$ cat src/rtl/mem_arb_pkg.sv
// Shared types and constants for the memory-bus arbiter between the fetch
// port and the memory-stage data port.
package mem_arb_pkg;

    typedef enum logic [1:0] {
        IDLE = 2'd0,
        REQ  = 2'd1,
        RESP = 2'd2
    } state_t;

    typedef enum logic {
        OWN_I = 1'b0,
        OWN_D = 1'b1
    } owner_t;

    localparam logic [3:0] FETCH_SEL = 4'hF;

endpackage

$ cat src/rtl/mem_arb_req_latch.sv
// Holds the granted request (owner and bus fields) for the duration of one
// bus transaction; reloaded only on a grant.
module mem_arb_req_latch
    import mem_arb_pkg::*;
#(
    parameter int ADDR_W = 32,
    parameter int DATA_W = 32
) (
    input  logic              clk,
    input  logic              rst,
    input  logic              load,
    input  owner_t            owner_in,
    input  logic              wr_in,
    input  logic [3:0]        sel_in,
    input  logic [ADDR_W-1:0] addr_in,
    input  logic [DATA_W-1:0] wdata_in,
    output owner_t            owner,
    output logic              wr,
    output logic [3:0]        sel,
    output logic [ADDR_W-1:0] addr,
    output logic [DATA_W-1:0] wdata
);

    owner_t            owner_q, owner_d;
    logic              wr_q, wr_d;
    logic [3:0]        sel_q, sel_d;
    logic [ADDR_W-1:0] addr_q, addr_d;
    logic [DATA_W-1:0] wdata_q, wdata_d;

    always_comb begin
        owner_d = owner_q;
        wr_d    = wr_q;
        sel_d   = sel_q;
        addr_d  = addr_q;
        wdata_d = wdata_q;
        if (load) begin
            owner_d = owner_in;
            wr_d    = wr_in;
            sel_d   = sel_in;
            addr_d  = addr_in;
            wdata_d = wdata_in;
        end
    end

    always_ff @(posedge clk or posedge rst) begin
        if (rst) begin
            owner_q <= OWN_I;
            wr_q    <= 1'b0;
            sel_q   <= '0;
            addr_q  <= '0;
            wdata_q <= '0;
        end else begin
            owner_q <= owner_d;
            wr_q    <= wr_d;
            sel_q   <= sel_d;
            addr_q  <= addr_d;
            wdata_q <= wdata_d;
        end
    end

    assign owner = owner_q;
    assign wr    = wr_q;
    assign sel   = sel_q;
    assign addr  = addr_q;
    assign wdata = wdata_q;

endmodule

$ cat src/rtl/mem_arbiter.sv
// Single-outstanding arbiter sharing one SRAM-like bus between the fetch port
// and the data port; data has priority, results are registered per owner.
module mem_arbiter
    import mem_arb_pkg::*;
#(
    parameter int ADDR_W = 32,
    parameter int DATA_W = 32
) (
    input  logic              clk,
    input  logic              rst,
    input  logic              i_req,
    input  logic [ADDR_W-1:0] i_addr,
    output logic [DATA_W-1:0] i_rdata,
    output logic              i_ready,
    output logic              i_stall,
    input  logic              flush,
    input  logic              d_req,
    input  logic              d_wr,
    input  logic [3:0]        d_sel,
    input  logic [ADDR_W-1:0] d_addr,
    input  logic [DATA_W-1:0] d_wdata,
    output logic [DATA_W-1:0] d_rdata,
    output logic              d_ready,
    output logic              d_stall,
    output logic              m_req,
    output logic              m_wr,
    output logic [3:0]        m_sel,
    output logic [ADDR_W-1:0] m_addr,
    output logic [DATA_W-1:0] m_wdata,
    input  logic              m_addr_ok,
    input  logic              m_data_ok,
    input  logic [DATA_W-1:0] m_rdata,
    output state_t            dbg_state
);

    // Handshakes: a requester holds req (and its fields) until it sees its
    // one-cycle ready pulse; the bus holds m_req until m_addr_ok, then
    // m_data_ok marks completion (it may coincide with m_addr_ok).

    state_t            state_q, state_d;
    logic              discard_q, discard_d;
    logic              i_ready_q, i_ready_d;
    logic              d_ready_q, d_ready_d;
    logic [DATA_W-1:0] i_rdata_q, i_rdata_d;
    logic [DATA_W-1:0] d_rdata_q, d_rdata_d;

    logic              load;
    owner_t            ld_owner;
    logic              ld_wr;
    logic [3:0]        ld_sel;
    logic [ADDR_W-1:0] ld_addr;
    logic [DATA_W-1:0] ld_wdata;
    owner_t            owner;

    logic              d_win;
    logic              i_win;
    logic              complete;
    logic              fetch_flush;
    logic              discard_now;
    logic              i_done;
    logic              d_done;

    // A requester still shows its old req in its ready cycle; masking with
    // ready keeps that stale req from being granted a second time.
    assign d_win       = d_req & ~d_ready_q;
    assign i_win       = i_req & ~i_ready_q & ~flush;
    assign fetch_flush = flush & (owner == OWN_I) & (state_q != IDLE);
    assign discard_now = discard_q | fetch_flush;

    always_comb begin
        state_d   = state_q;
        load      = 1'b0;
        ld_owner  = OWN_D;
        ld_wr     = 1'b0;
        ld_sel    = '0;
        ld_addr   = '0;
        ld_wdata  = '0;
        complete  = 1'b0;
        case (state_q)
            IDLE: begin
                if (d_win) begin
                    load     = 1'b1;
                    ld_owner = OWN_D;
                    ld_wr    = d_wr;
                    ld_sel   = d_sel;
                    ld_addr  = d_addr;
                    ld_wdata = d_wdata;
                    state_d  = REQ;
                end else if (i_win) begin
                    // Fetch carries no store data; wdata is latched as zero.
                    load     = 1'b1;
                    ld_owner = OWN_I;
                    ld_wr    = 1'b0;
                    ld_sel   = FETCH_SEL;
                    ld_addr  = i_addr;
                    ld_wdata = '0;
                    state_d  = REQ;
                end
            end
            REQ: begin
                if (m_addr_ok) begin
                    if (m_data_ok) begin
                        complete = 1'b1;
                        state_d  = IDLE;
                    end else begin
                        state_d = RESP;
                    end
                end
            end
            RESP: begin
                if (m_data_ok) begin
                    complete = 1'b1;
                    state_d  = IDLE;
                end
            end
            default: state_d = IDLE;
        endcase
    end

    always_comb begin
        discard_d = discard_now;
        if (complete || state_q == IDLE) begin
            discard_d = 1'b0;
        end
        i_done    = complete & (owner == OWN_I) & ~discard_now;
        d_done    = complete & (owner == OWN_D);
        i_ready_d = i_done;
        d_ready_d = d_done;
        i_rdata_d = i_done ? m_rdata : i_rdata_q;
        d_rdata_d = d_done ? m_rdata : d_rdata_q;
    end

    always_ff @(posedge clk or posedge rst) begin
        if (rst) begin
            state_q   <= IDLE;
            discard_q <= 1'b0;
            i_ready_q <= 1'b0;
            d_ready_q <= 1'b0;
            i_rdata_q <= '0;
            d_rdata_q <= '0;
        end else begin
            state_q   <= state_d;
            discard_q <= discard_d;
            i_ready_q <= i_ready_d;
            d_ready_q <= d_ready_d;
            i_rdata_q <= i_rdata_d;
            d_rdata_q <= d_rdata_d;
        end
    end

    mem_arb_req_latch #(
        .ADDR_W (ADDR_W),
        .DATA_W (DATA_W)
    ) u_req_latch (
        .clk      (clk),
        .rst      (rst),
        .load     (load),
        .owner_in (ld_owner),
        .wr_in    (ld_wr),
        .sel_in   (ld_sel),
        .addr_in  (ld_addr),
        .wdata_in (ld_wdata),
        .owner    (owner),
        .wr       (m_wr),
        .sel      (m_sel),
        .addr     (m_addr),
        .wdata    (m_wdata)
    );

    assign m_req     = (state_q == REQ);
    assign i_ready   = i_ready_q;
    assign d_ready   = d_ready_q;
    assign i_rdata   = i_rdata_q;
    assign d_rdata   = d_rdata_q;
    assign i_stall   = i_req & ~i_ready_q;
    assign d_stall   = d_req & ~d_ready_q;
    assign dbg_state = state_q;

endmodule

$ cat config.mk
export PLATFORM = sky130hd
export DESIGN_NAME = mem_arbiter
export DESIGN_NICKNAME = d
export VERILOG_FILES = /design/src/rtl/mem_arb_pkg.sv /design/src/rtl/mem_arb_req_latch.sv /design/src/rtl/mem_arbiter.sv
export SDC_FILE = /design/constraint.sdc
export NUM_CORES = 1
export LEC_CHECK = 0
export ABC_AREA = 1
export BUFFER_PORTS_ARGS = -buffer_cell sky130_fd_sc_hd__buf_4
export CAP_MARGIN = 40
export CORE_UTILIZATION = 38
export CTS_CLUSTER_SIZE = 12
export DETAILED_ROUTE_END_ITERATION = 16
export GPL_TIMING_DRIVEN = 0
export PLACE_DENSITY = 0.64
export SYNTH_ARGS = -nofsm -noshare
export SYNTH_HDL_FRONTEND = slang
export SYNTH_SLANG_ARGS = --single-unit
export TNS_END_PERCENT = 30
$ cat constraint.sdc
create_clock -name clk -period 11.31 [get_ports clk]
set_input_delay 0.5655 -clock clk [delete_from_list [all_inputs] [get_ports clk]]
set_output_delay 0.5655 -clock clk [all_outputs]
set_load 0.03 [all_outputs]
# Yosys cells after proc, flatten, opt, wreduce, memory -nomap -nowiden
# Cells that the tools add are included.
# word_totals
rom_bits	0
ram_bits	0
mem_count	0
regBits	139
latch_bits	0
# classes
div	0
bitwise	14
shifts	0
eq_ne	5
muxes	26
n_reduce_logical	4
order_cmp	0
n_addsub	0
n_mul	0
# ops
op	count
$mux W32	5
$mux W4	3
$mux W1	11
$mux W2	5
$and A1 B1 Y1	8
$pmux W2 S3	1
$not A1 Y1	5
$ne A3 B3 Y1 const B	1
$reduce_and A3 Y1	1
$eq A2 B1 Y1 const B	1
$eq A2 B2 Y1 const B	1
$logic_not A2 Y1	1
$ne A2 B1 Y1 const B	1
$ne A2 B2 Y1 const B	1
$pmux W1 S2	1
$reduce_bool A2 Y1	1
$logic_or A1 B1 Y1	1
$or A1 B1 Y1	1

# Depth between registers and ports, before layout
# Gate-level depths: netlist of the first run.
# depth
word_depth	6
ltp_mapped	10

# Cells and area by module
# Synthesis of the first run repeated with hierarchy kept, for this count alone.
# unflattened
hier_cells	811
area_unflattened_um2	6358.6
# modules_own_cells
mod	seq_area_each_um2	cells_per_inst	n_inst	area_each_um2
mem_arbiter	1726.7	514	1	3663.5
mem_arb_req_latch	1751.7	297	1	2695.1

# Worst setup path after synthesis of the first run
# OpenSTA, ideal clock, no wires.
# synth_path
path_kind	register -> register
from	register state_q[1] (netlist: dbg_state[1])
to	register i_rdata_q[0] (netlist: i_rdata[0])
required_time_ps	11187
path_stages_with_launch	9
path_buffers	1
setup_slack_ps	9523
t_arrival_ps	1664
path_cell_list	dfrtp_1 inv_1 ha_1 nand2_1 nand2_2 nand3_4 buf_2 o21ai_0 nand2_1
# synth_between
word_cells_on_any_way	9
cone_classes	eq/ne: 2; mux: 1; bitwise: 5; reduce/logical: 1
# synth_lines
element	line_no	rtl
start, declared	mem_arbiter.sv:40	state_t state_q, state_d;
start signal, assigned	mem_arbiter.sv:142	state_q <= state_d;
$eq A2 B1 Y1	n/a	
via m_req	mem_arbiter.sv:25	output logic m_req,
$pmux W1 S2	mem_arbiter.sv:79	case (state_q)
$and A1 B1 Y1 (2 in a row)	mem_arbiter.sv:125	i_done = complete & (owner == OWN_I) & ~discard_now;
end signal, assigned	mem_arbiter.sv:146	i_rdata_q <= i_rdata_d;
end, declared	mem_arbiter.sv:44	logic [DATA_W-1:0] i_rdata_q, i_rdata_d;
# The timed path passes the listed nets, and every way through them passes these cells.
# A chain may end at the register's enable or synchronous reset.

# Worst setup path after layout of the first run
# layout_path
from	register d_ready_q (netlist: d_ready)
to	output d_stall
# layout_between
elab_chain_cells	2
# layout_rtl
element	line_no	rtl
start, declared	mem_arbiter.sv:43	logic d_ready_q, d_ready_d;
start signal, assigned	mem_arbiter.sv:145	d_ready_q <= d_ready_d;
$not A1 Y1	mem_arbiter.sv:176	assign d_stall = d_req & ~d_ready_q;
$and A1 B1 Y1	mem_arbiter.sv:176	
end, declared	mem_arbiter.sv:24	output logic d_stall,
# Every way passes these cells.

==> results of run 1 <==
## area by class of cell
class / instances / area [um2] / area share, %
flip-flops and latches: 139 / 3480 / 38.4
multi-input cells: 523 / 2280 / 25.1
repair buffers: 280 / 2120 / 23.4
clock buffers: 24 / 482 / 5.31
well taps: 211 / 264 / 2.91
plain buffers: 49 / 253 / 2.79
clock inverters: 8 / 115 / 1.27
inverters: 19 / 76.3 / 0.842
## power groups by stage
| stage | Sequential, mW | Clock (mW) | Combinational, mW |
|---|---|---|---|
| finish | 0.852 | 0.566 | 1.42 |
| global route | 0.876 | 0.598 | 1.52 |
| CTS | 0.851 | 0.576 | 1.43 |
| detailed placement | 0.854 | 0 | 1.43 |
| global placement | 0.849 | 0 | 1.42 |
| floorplan | 1.29 | 0 | 0.405 |
## logic make-up after synthesis
group	after synthesis	synth area share (%)
simple gates	451	31.1
flops	139	57.2
compound gates	69	5.68
buf+inv	68	5.33
fa+ha+maj	3	0.618
## synthesized netlist by cell type
master	count
a21oi_1	4
and3_1	1
buf_1	1
buf_2	25
buf_4	3
buf_6	3
clkbuf_1	14
clkbuf_2	3
clkinv_1	1
dfrtp_1	139
ha_1	3
inv_1	14
inv_2	4
nand2_1	366
nand2_2	3
nand2_4	2
nand3_1	36
nand3_2	1
nand3_4	1
nand3b_1	1
nand4_1	32
nor2_1	5
nor2_2	1
nor2_4	1
nor2_8	1
o21ai_0	65
## sequential cells by signal, indices dropped and copies added (netlist names)
signal / flops
u_req_latch.wr: 1
i_ready: 1
d_ready: 1
u_req_latch.wdata: 32
i_rdata: 32
d_rdata: 32
discard_q: 1
u_req_latch.owner: 1
dbg_state: 2
u_req_latch.sel: 4
u_req_latch.addr: 32
## critical path: stages, from the launching register on
cell	delay, ns
dfrtp_1	0.37
inv_1	0.06
nand2_2	0.12
inv_2	0.11
buf_4	0.18
buf_2	0.24
buf_4	0.20
## metrics by stage
stage / instances / cell area [um2] / total power [mW] / hold WS [ns]
finish: 1253 / 9070 / 2.84 / 0.232
global route: 1253 / 9070 / 3.00 / 0.275
CTS: 1253 / 9070 / 2.86 / 0.247
detailed placement: 1221 / 8470 / 2.29 / 0.462
global placement: 1220 / 8440 / 2.27 / 0.457
floorplan: 730 / 6080 / 1.70 / 0.462
## routing by layer
metal,track usage (%),vias to the layer above
met5,0,-
met4,8.72,0
met3,6.78,20
met2,39.1,227
met1,31.8,2744
li1,-,2936
## worst paths after layout
kind / end / slack, ns / depth (start not counted)
max: d_stall / 9.06 / 6
min: u_req_latch.wdata[24]$_DFFE_PP0P_ / 0.23 / 2
min reg2reg: u_req_latch.wdata[27]$_DFFE_PP0P_ / 0.47 / 2
max reg2reg: d_rdata[6]$_DFFE_PP0P_ / 9.57 / 8
max in group asynchronous: u_req_latch.addr[29]$_DFFE_PP0P_ / 10.29 / 3
min in group clk: i_rdata[9]$_DFFE_PP0P_ / 0.36 / 3
==> impl_metrics.csv, run 1 <==
group,metric,value,unit
route,top_layer,"met4",
synthesis,synth_nets,873,
synthesis,synth.area.top_cells,"dfrtp_1, nand2_1, o21ai_0",
die,ios,280,
die,die_h,128,um
route,drt_pass1_iterations,5,
grt,overflow,0,
route,routed-wl-met2,9.58,mm
route,drt_wl_total,19.9,mm
placement,dp_slack,9.24,ns
sta,final.min_clock_period,2.25,ns
synthesis,synth_cell_types,26,
route,wire_per_inst,15.9,um
sta,grt_setup_unrepaired,"no",
synthesis,synth_top_area_cell,"dfrtp_1",
route,via_per_inst,4.73,
job,cap_violations,0,
die,die_w,128,um
pwr,power_density,313,nW/um2
setup_path,critPathArrivalTime,1.68,ns
pwr,p_int,1.56,mW
final_layout,layout-drive-gt1-share,34.3,%
die,fp-row-count,45,
route,wl_met3,1.55,mm
cts,cts_root_buffer,"clkbuf_16",
cts,path_clk_slew,0.06,ns
route,num_vias,5927,
synthesis,netlist_area,6080,um2
setup_path,path_class,"flip-flop to output port",
cts,clk_latency,0.41,ns
sta,fin_skew,0.00958,ns
pwr,peakVddDrop,152,uV
pwr,combPwrFrac,50.0,%
cts,cts_tree,"built",
pwr,clkPwrFrac,20.0,%
synthesis,netlist.area_leader.share,57.2,%
grt,grt_max_degree,77,
setup_path,cp_max_fo,10,
route,met1_length,8.45,mm
cts,clk_path_buf_depth,2,
placement,portBuffers,279,
die,start_util,39.4,%
sta,post-route-period-util,19.9,%
pwr,pwr-share-seq,30.0,%
grt,grt_pass1_vias,5597,
die,coreArea,15400,um2
synthesis,yosys_warnings,0,
setup_path,startpoint,"d_ready$_DFF_PP0_",
placement,routabilityCongestion,0.814,
grt,grtUsageTotal,24.4,%
sta,slew-limit-headroom,60.1,%
cts,cts.sinks,139,
die,die_area,16500,um2
pwr,p_leak,5.07,nW
synthesis,syn_area_per_cell,8.33,um2
grt,antenna_found_initial,0,
sta,setup_slack,9.06,ns
final_layout,insertedDiodeCount,0,
pwr,p_sw_share,44.9,%
sta,finalHoldViolCount,0,
sta,max_slew.worst_pin.slew,0.598,ns
sta,slew_viol_final,0,
final_layout,area_delta_synth_final,49.2,%
final_layout,final_cell_mix,"nand2_1, buf_4, dfrtp_1",
final_layout,nNetsFinal,1172,
sta,fin_tns_setup,0,ns
setup_path,end_kind,"output port",
cts,cts-resized-gates,0,
sta,clock.fmax,0.445,GHz
synthesis,ys_seq_area_share,57.2,%
final_layout,fillers,1455,
grt,grt_pass1_wl,30.6,mm
cts,cts_setup_buffers,0,
setup_path,crit_path_start_kind,"flip-flop",
setup_path,rr_startpoint,"dbg_state[0]$_DFFE_PP0P_",
final_layout,layout_commonest_cell,"nand2_1",
sta,setup-violations-final,0,
outcome,outcome,"completed",
synthesis,synth-seq-cells,139,
cts,cts_made_buffers,17,
final_layout,fin_util,58.8,%
route,drt-initial-drc-count,323,
route,drc,0,
pwr,p_sw,1.27,mW
synthesis,postSynthCellCount,730,
worst_hold_path,hold_path_class,"input pin to async pin",
placement,dpl.hpwl,14.9,mm
cts,cts_hold_repair.buffers,0,
route,drtAntennaViolNets,0,
setup_path,cp.required,10.74,ns
cts,htreeDepth,4,
No activity file was read; power rests on OpenSTA's default activity.
==> run 2: changes to the inputs <==
--- a/config.mk
+++ b/config.mk
@@ -12,7 +12,7 @@
 export CTS_CLUSTER_SIZE = 12
 export DETAILED_ROUTE_END_ITERATION = 16
 export GPL_TIMING_DRIVEN = 0
-export PLACE_DENSITY = 0.64
+export PLACE_DENSITY = 0.67
 export SYNTH_ARGS = -nofsm -noshare
 export SYNTH_HDL_FRONTEND = slang
 export SYNTH_SLANG_ARGS = --single-unit
==> constraint.sdc (replaced) <==
create_clock -name clk -period 2 [get_ports clk]
set_input_delay 0.1 -clock clk [delete_from_list [all_inputs] [get_ports clk]]
set_output_delay 0.1 -clock clk [all_outputs]
set_load 0.03 [all_outputs]
==> impl_metrics.csv, run 2 (synthesis gave the netlist of run 1 again) <==
group,metric,value,unit
die,die_w,128,um
sta,max_slew.worst_pin.slew,0.722,ns
setup_path,rrSetupSlack,0.24,ns
setup_path,path_cells,"inv_1 > nand2_2 > inv_2 > buf_4 > buf_2 > buf_4",
route,num_vias,6375,
route,drt_pass1_iterations,5,
grt,grt_use_met1,30.2,%
sta,hold_ws,0.0193,ns
die,coreArea,15400,um2
placement,portBuffers,279,
final_layout,nNetsFinal,1276,
sta,final.min_clock_period,1.81,ns
die,fp-row-count,45,
grt,overflow,0,
job,cap_violations,0,
setup_path,crit_path_start_kind,"flip-flop",
final_layout,fin_cells,1357,
grt,met3_usage,8.52,%
route,wire_per_inst,15.6,um
setup_path,crit_buf_inv,5,
die,die_h,128,um
cts,cts.sinks,139,
pwr,total_power,16.4,mW
die,start_util,39.4,%
sta,grt_setup_unrepaired,"no",
sta,setup_slack,0.190,ns
sta,setup-violations-final,0,
die,ios,280,
outcome,outcome,"completed",
final_layout,layout-drive-gt1-share,31.8,%
cts,clk_path_buf_depth,2,
cts,clk_latency,0.42,ns
cts,cts-resized-gates,0,
grt,top_usage_layer,"met2",
setup_path,end_kind,"output port",
cts,cts_root_buffer,"clkbuf_16",
grt,grtUsageMet2,44.2,%
route,drc,0,
final_layout,final_cell_mix,"nand2_1, buf_4, dfrtp_1",
cts,cts_made_buffers,17,
setup_path,path_class,"flip-flop to output port",
grt,grt_pass1_wl,33.1,mm
final_layout,area_delta_synth_final,67.4,%
grt,antenna_found_initial,0,
setup_path,cp.required,1.90,ns
sta,post-route-period-util,90.5,%
pwr,peakVddDrop,768,uV
route,drtAntennaViolNets,0,
cts,cts_tree,"built",
route,drt-initial-drc-count,352,
pwr,power_density,1610,nW/um2
sta,finalHoldViolCount,0,
setup_path,cp_max_fo,10,
sta,slew_viol_final,0,
cts,path_clk_slew,0.06,ns
sta,fin_skew,0.00930,ns
cts,htreeDepth,4,
final_layout,insertedDiodeCount,0,
final_layout,fin_util,65.9,%
placement,dp_slack,0.244,ns
placement,dpl.hpwl,15.1,mm
placement,routabilityCongestion,0.801,
setup_path,critPathSlowestCell,"dfrtp_1",
placement,dp.cells,1224,
grt,grt_pass1_vias,6463,
worst_hold_path,hold_path_class,"input pin to flip-flop",
setup_path,slowest_delay,0.38,ns
grt,grt_max_degree,36,
grt,grtUsageTotal,26.2,%
pwr,p_leak,5.52,nW
setup_path,critPathMostFrequentCell,"buf_4",
route,via_per_inst,4.70,
die,die_area,16500,um2
sta,clock.fmax,0.553,GHz
setup_path,critPathTopFamily,"buffers and inverters",
sta,slew-limit-headroom,51.7,%
setup_path,critPathArrivalTime,1.71,ns
route,drt_wl_total,21.1,mm
final_layout,layout_commonest_cell,"nand2_1",
==> run 2: cell types whose count changed in the layout (fill, tap and decap cells not counted), sizes merged <==
cell         before  now
buf             312  315
clkbuf           41   35
bufinv            3    4
dlygate4sd3       0  101
clkinvlp          0    5
==> run 2: per-stage QoR <==
stage          setup TNS [ns]  area [um2]
6_report                    0       10200
5_1_grt                     0       10200
4_1_cts                     0       10200
3_5_place_dp                0        8530
3_3_place_gp          -111.44        8440
2_1_floorplan               0        6080
==> run 2: layout make-up <==
type / instances / area [um2]
Multi-Input combinational cell: 523 / 2280
Fill cell: 1325 / 5250
Clock buffer: 18 / 439
Sequential cell: 139 / 3480
Clock inverter: 14 / 195
Inverter: 19 / 75.1
Buffer: 49 / 253
Tap cell: 211 / 264
Timing Repair Buffer: 384 / 3190
==> run 2: final timing paths <==
check / start / endpoint / cells after the start
setup / recovery: d_ready$_DFF_PP0_ / d_stall / 6
setup reg to reg: dbg_state[0]$_DFFE_PP0P_ / d_rdata[2]$_DFFE_PP0P_ / 8
min in group asynchronous: rst / u_req_latch.addr[7]$_DFFE_PP0P_ / 3
hold / removal: i_addr[13] / u_req_latch.addr[13]$_DFFE_PP0P_ / 5
hold reg to reg: u_req_latch.wdata[9]$_DFFE_PP0P_ / u_req_latch.wdata[9]$_DFFE_PP0P_ / 2
max in group asynchronous: rst / i_rdata[14]$_DFFE_PP0P_ / 5
==> run 2: tightest hold or removal path: cells and delay by family <==
family	cells	cell delay, ns
and+or+nand+nor	4	0.23
buffers and inverters	1	0.08
==> run 2: where the power goes <==
group          internal, mW  switching [mW]  leakage [nW]
clock network          2.12            1.23         0.299
registers              4.11           0.706          1.75
logic                  2.81            5.44          3.47
==> run 2: what timing repair did <==
item	in CTS	in global routing
hold buffers	101	0
endpoints found under the hold margin	161	0
setup buffers	0	0
==> run 2: layer usage <==
layer  part of all wire, %  routed length (um)
met4                   3.6                 760
met2                    48               10200
met3                   8.4                1780
met5                     0                   0
met1                    40                8400
==> run 3: changes to the inputs <==
--- a/config.mk
+++ b/config.mk
@@ -13,6 +13,7 @@
 export DETAILED_ROUTE_END_ITERATION = 16
 export GPL_TIMING_DRIVEN = 0
 export PLACE_DENSITY = 0.67
+export REMOVE_ABC_BUFFERS = 1
 export SYNTH_ARGS = -nofsm -noshare
 export SYNTH_HDL_FRONTEND = slang
 export SYNTH_SLANG_ARGS = --single-unit
==> impl_metrics.csv, run 3 (synthesis gave the netlist of run 1 again) <==
group,metric,value,unit
final_layout,layout-drive-gt1-share,31.2,%
cts,cts_tree,"built",
setup_path,cp.required,1.90,ns
grt,grt_pass1_vias,6367,
sta,final.min_clock_period,1.92,ns
setup_path,crit_buf_inv,4,
sta,slew-limit-headroom,58.9,%
placement,portBuffers,279,
final_layout,final_area,10100,um2
grt,grt_max_degree,86,
route,num_vias,6469,
final_layout,fillers,1246,
placement,dpl.hpwl,12.6,mm
cts,path_clk_slew,0.06,ns
cts,htreeDepth,4,
route,via_per_inst,4.91,
pwr,peakVddDrop,1010,uV
pwr,total_power,16.7,mW
route,drt-initial-drc-count,306,
route,drc,0,
sta,setup-violations-final,0,
setup_path,slowest_delay,0.37,ns
die,die_area,16500,um2
die,ios,280,
final_layout,area_delta_synth_final,66.8,%
sta,fin_skew,0.00578,ns
final_layout,nNetsFinal,1237,
setup_path,cp_max_fo,43,
sta,grt_setup_unrepaired,"yes",
grt,grt_pass1_wl,32.8,mm
route,drtAntennaViolNets,0,
setup_path,end_kind,"output port",
die,coreArea,15400,um2
die,die_h,128,um
cts,clk_path_buf_depth,2,
die,start_util,39.4,%
cts,clk_latency,0.41,ns
grt,grtUsageTotal,26.0,%
die,fp-row-count,45,
die,die_w,128,um
cts,cts_made_buffers,17,
setup_path,critPathArrivalTime,1.82,ns
grt,overflow,0,
placement,post_dp_cell_area,8280,um2
sta,finalHoldViolCount,0,
setup_path,path_class,"flip-flop to output port",
sta,max_slew.worst_pin.slew,0.616,ns
route,drt_wl_total,21.5,mm
setup_path,critPathTopFamily,"buffers and inverters",
pwr,power_density,1650,nW/um2
pwr,p_leak,5.45,nW
grt,grt_use_met1,30.9,%
grt,antenna_found_initial,0,
final_layout,final_cell_mix,"nand2_1, buf_4, dfrtp_1",
job,cap_violations,0,
sta,clock.fmax,0.520,GHz
final_layout,fin_util,65.7,%
grt,grtUsageMet2,43.8,%
sta,slew_viol_final,0,
grt,top_usage_layer,"met2",
grt,met3_usage,7.53,%
route,drt_pass1_iterations,5,
worst_hold_path,hold_path_class,"input pin to flip-flop",
cts,cts.sinks,139,
route,wire_per_inst,16.3,um
final_layout,insertedDiodeCount,0,
setup_path,crit_path_start_kind,"flip-flop",
setup_path,critPathSlowestCell,"dfrtp_1",
final_layout,layout_commonest_cell,"nand2_1",
sta,post-route-period-util,96.1,%
outcome,outcome,"completed",
placement,routabilityCongestion,0.755,
cts,cts_root_buffer,"clkbuf_16",
setup_path,path_cells,"inv_1 > nand2_8 > inv_8 > buf_12 > buf_4",
[run 3: worst reg2reg max path, delay by kind of cell (launching register included)]
kind          cells  cell delay [ns]
simple gates      5             0.82
flops             1             0.41
fa+ha+maj         1             0.26
buf+inv           3             0.34
[run 3: through the flow]
step | hold WS [ns] | setup TNS (ns) | setup slack [ns] | cells
after global routing | 0.00578 | -0.0337 | -0.0302 | 1318
after detailed placement | 0.191 | -50.76 | -0.522 | 1175
after global placement | 0.311 | -771.13 | -3.68 | 1171
final | 0.0155 | 0 | 0.0780 | 1318
after CTS | 0.000194 | -0.643 | -0.0501 | 1313
after floorplan | 0.217 | -364.88 | -1.82 | 681
[run 3: layout make-up]
type                    instances  area [um2]  area share [%]
flip-flops and latches        139        3480            34.3
multi-input cells             525        2350            23.2
repair buffers                392        3310            32.6
clock buffers                  18         429            4.23
inverters                      19        87.6           0.864
clock inverters                14         216            2.14
well taps                     211         264            2.60
[run 3: repair_timing]
item,CTS,global route
pin swaps,10,4
setup buffers,2,5
endpoints found under the setup margin,138,66
hold buffers,102,0
hold endpoints to repair,187,0
gates cloned,2,0
resized for setup,12,4
[run 3: power breakdown]
group          leakage (nW)  switching (mW)  internal [mW]
clock network         0.315            1.24           2.22
registers              1.75           0.723           4.11
logic                  3.39            5.56           2.85
total                  5.45            7.52           9.19
[run 3: worst paths after layout]
check | startpoint | end | slack [ns] | cells after the start
min in group asynchronous | rst | d_rdata[16]$_DFFE_PP0P_ | 0.29 | 3
min | d_addr[29] | u_req_latch.addr[29]$_DFFE_PP0P_ | 0.02 | 5
max in group asynchronous | rst | u_req_latch.wdata[7]$_DFFE_PP0P_ | 0.91 | 4
max | d_ready$_DFF_PP0_ | d_stall | 0.08 | 5
min reg2reg | u_req_latch.wdata[14]$_DFFE_PP0P_ | u_req_latch.wdata[14]$_DFFE_PP0P_ | 0.47 | 2
max reg2reg | dbg_state[1]$_DFFE_PP0P_ | i_rdata[25]$_DFFE_PP0P_ | 0.11 | 9
[run 3: routing by layer]
layer | vias up | share of wire [%] | wire length (um)
li1 | 3063 | - | -
met1 | 3081 | 40 | 8690
met2 | 282 | 48 | 10300
met3 | 43 | 8.7 | 1870
met4 | 0 | 3.3 | 702
met5 | - | 0 | 0
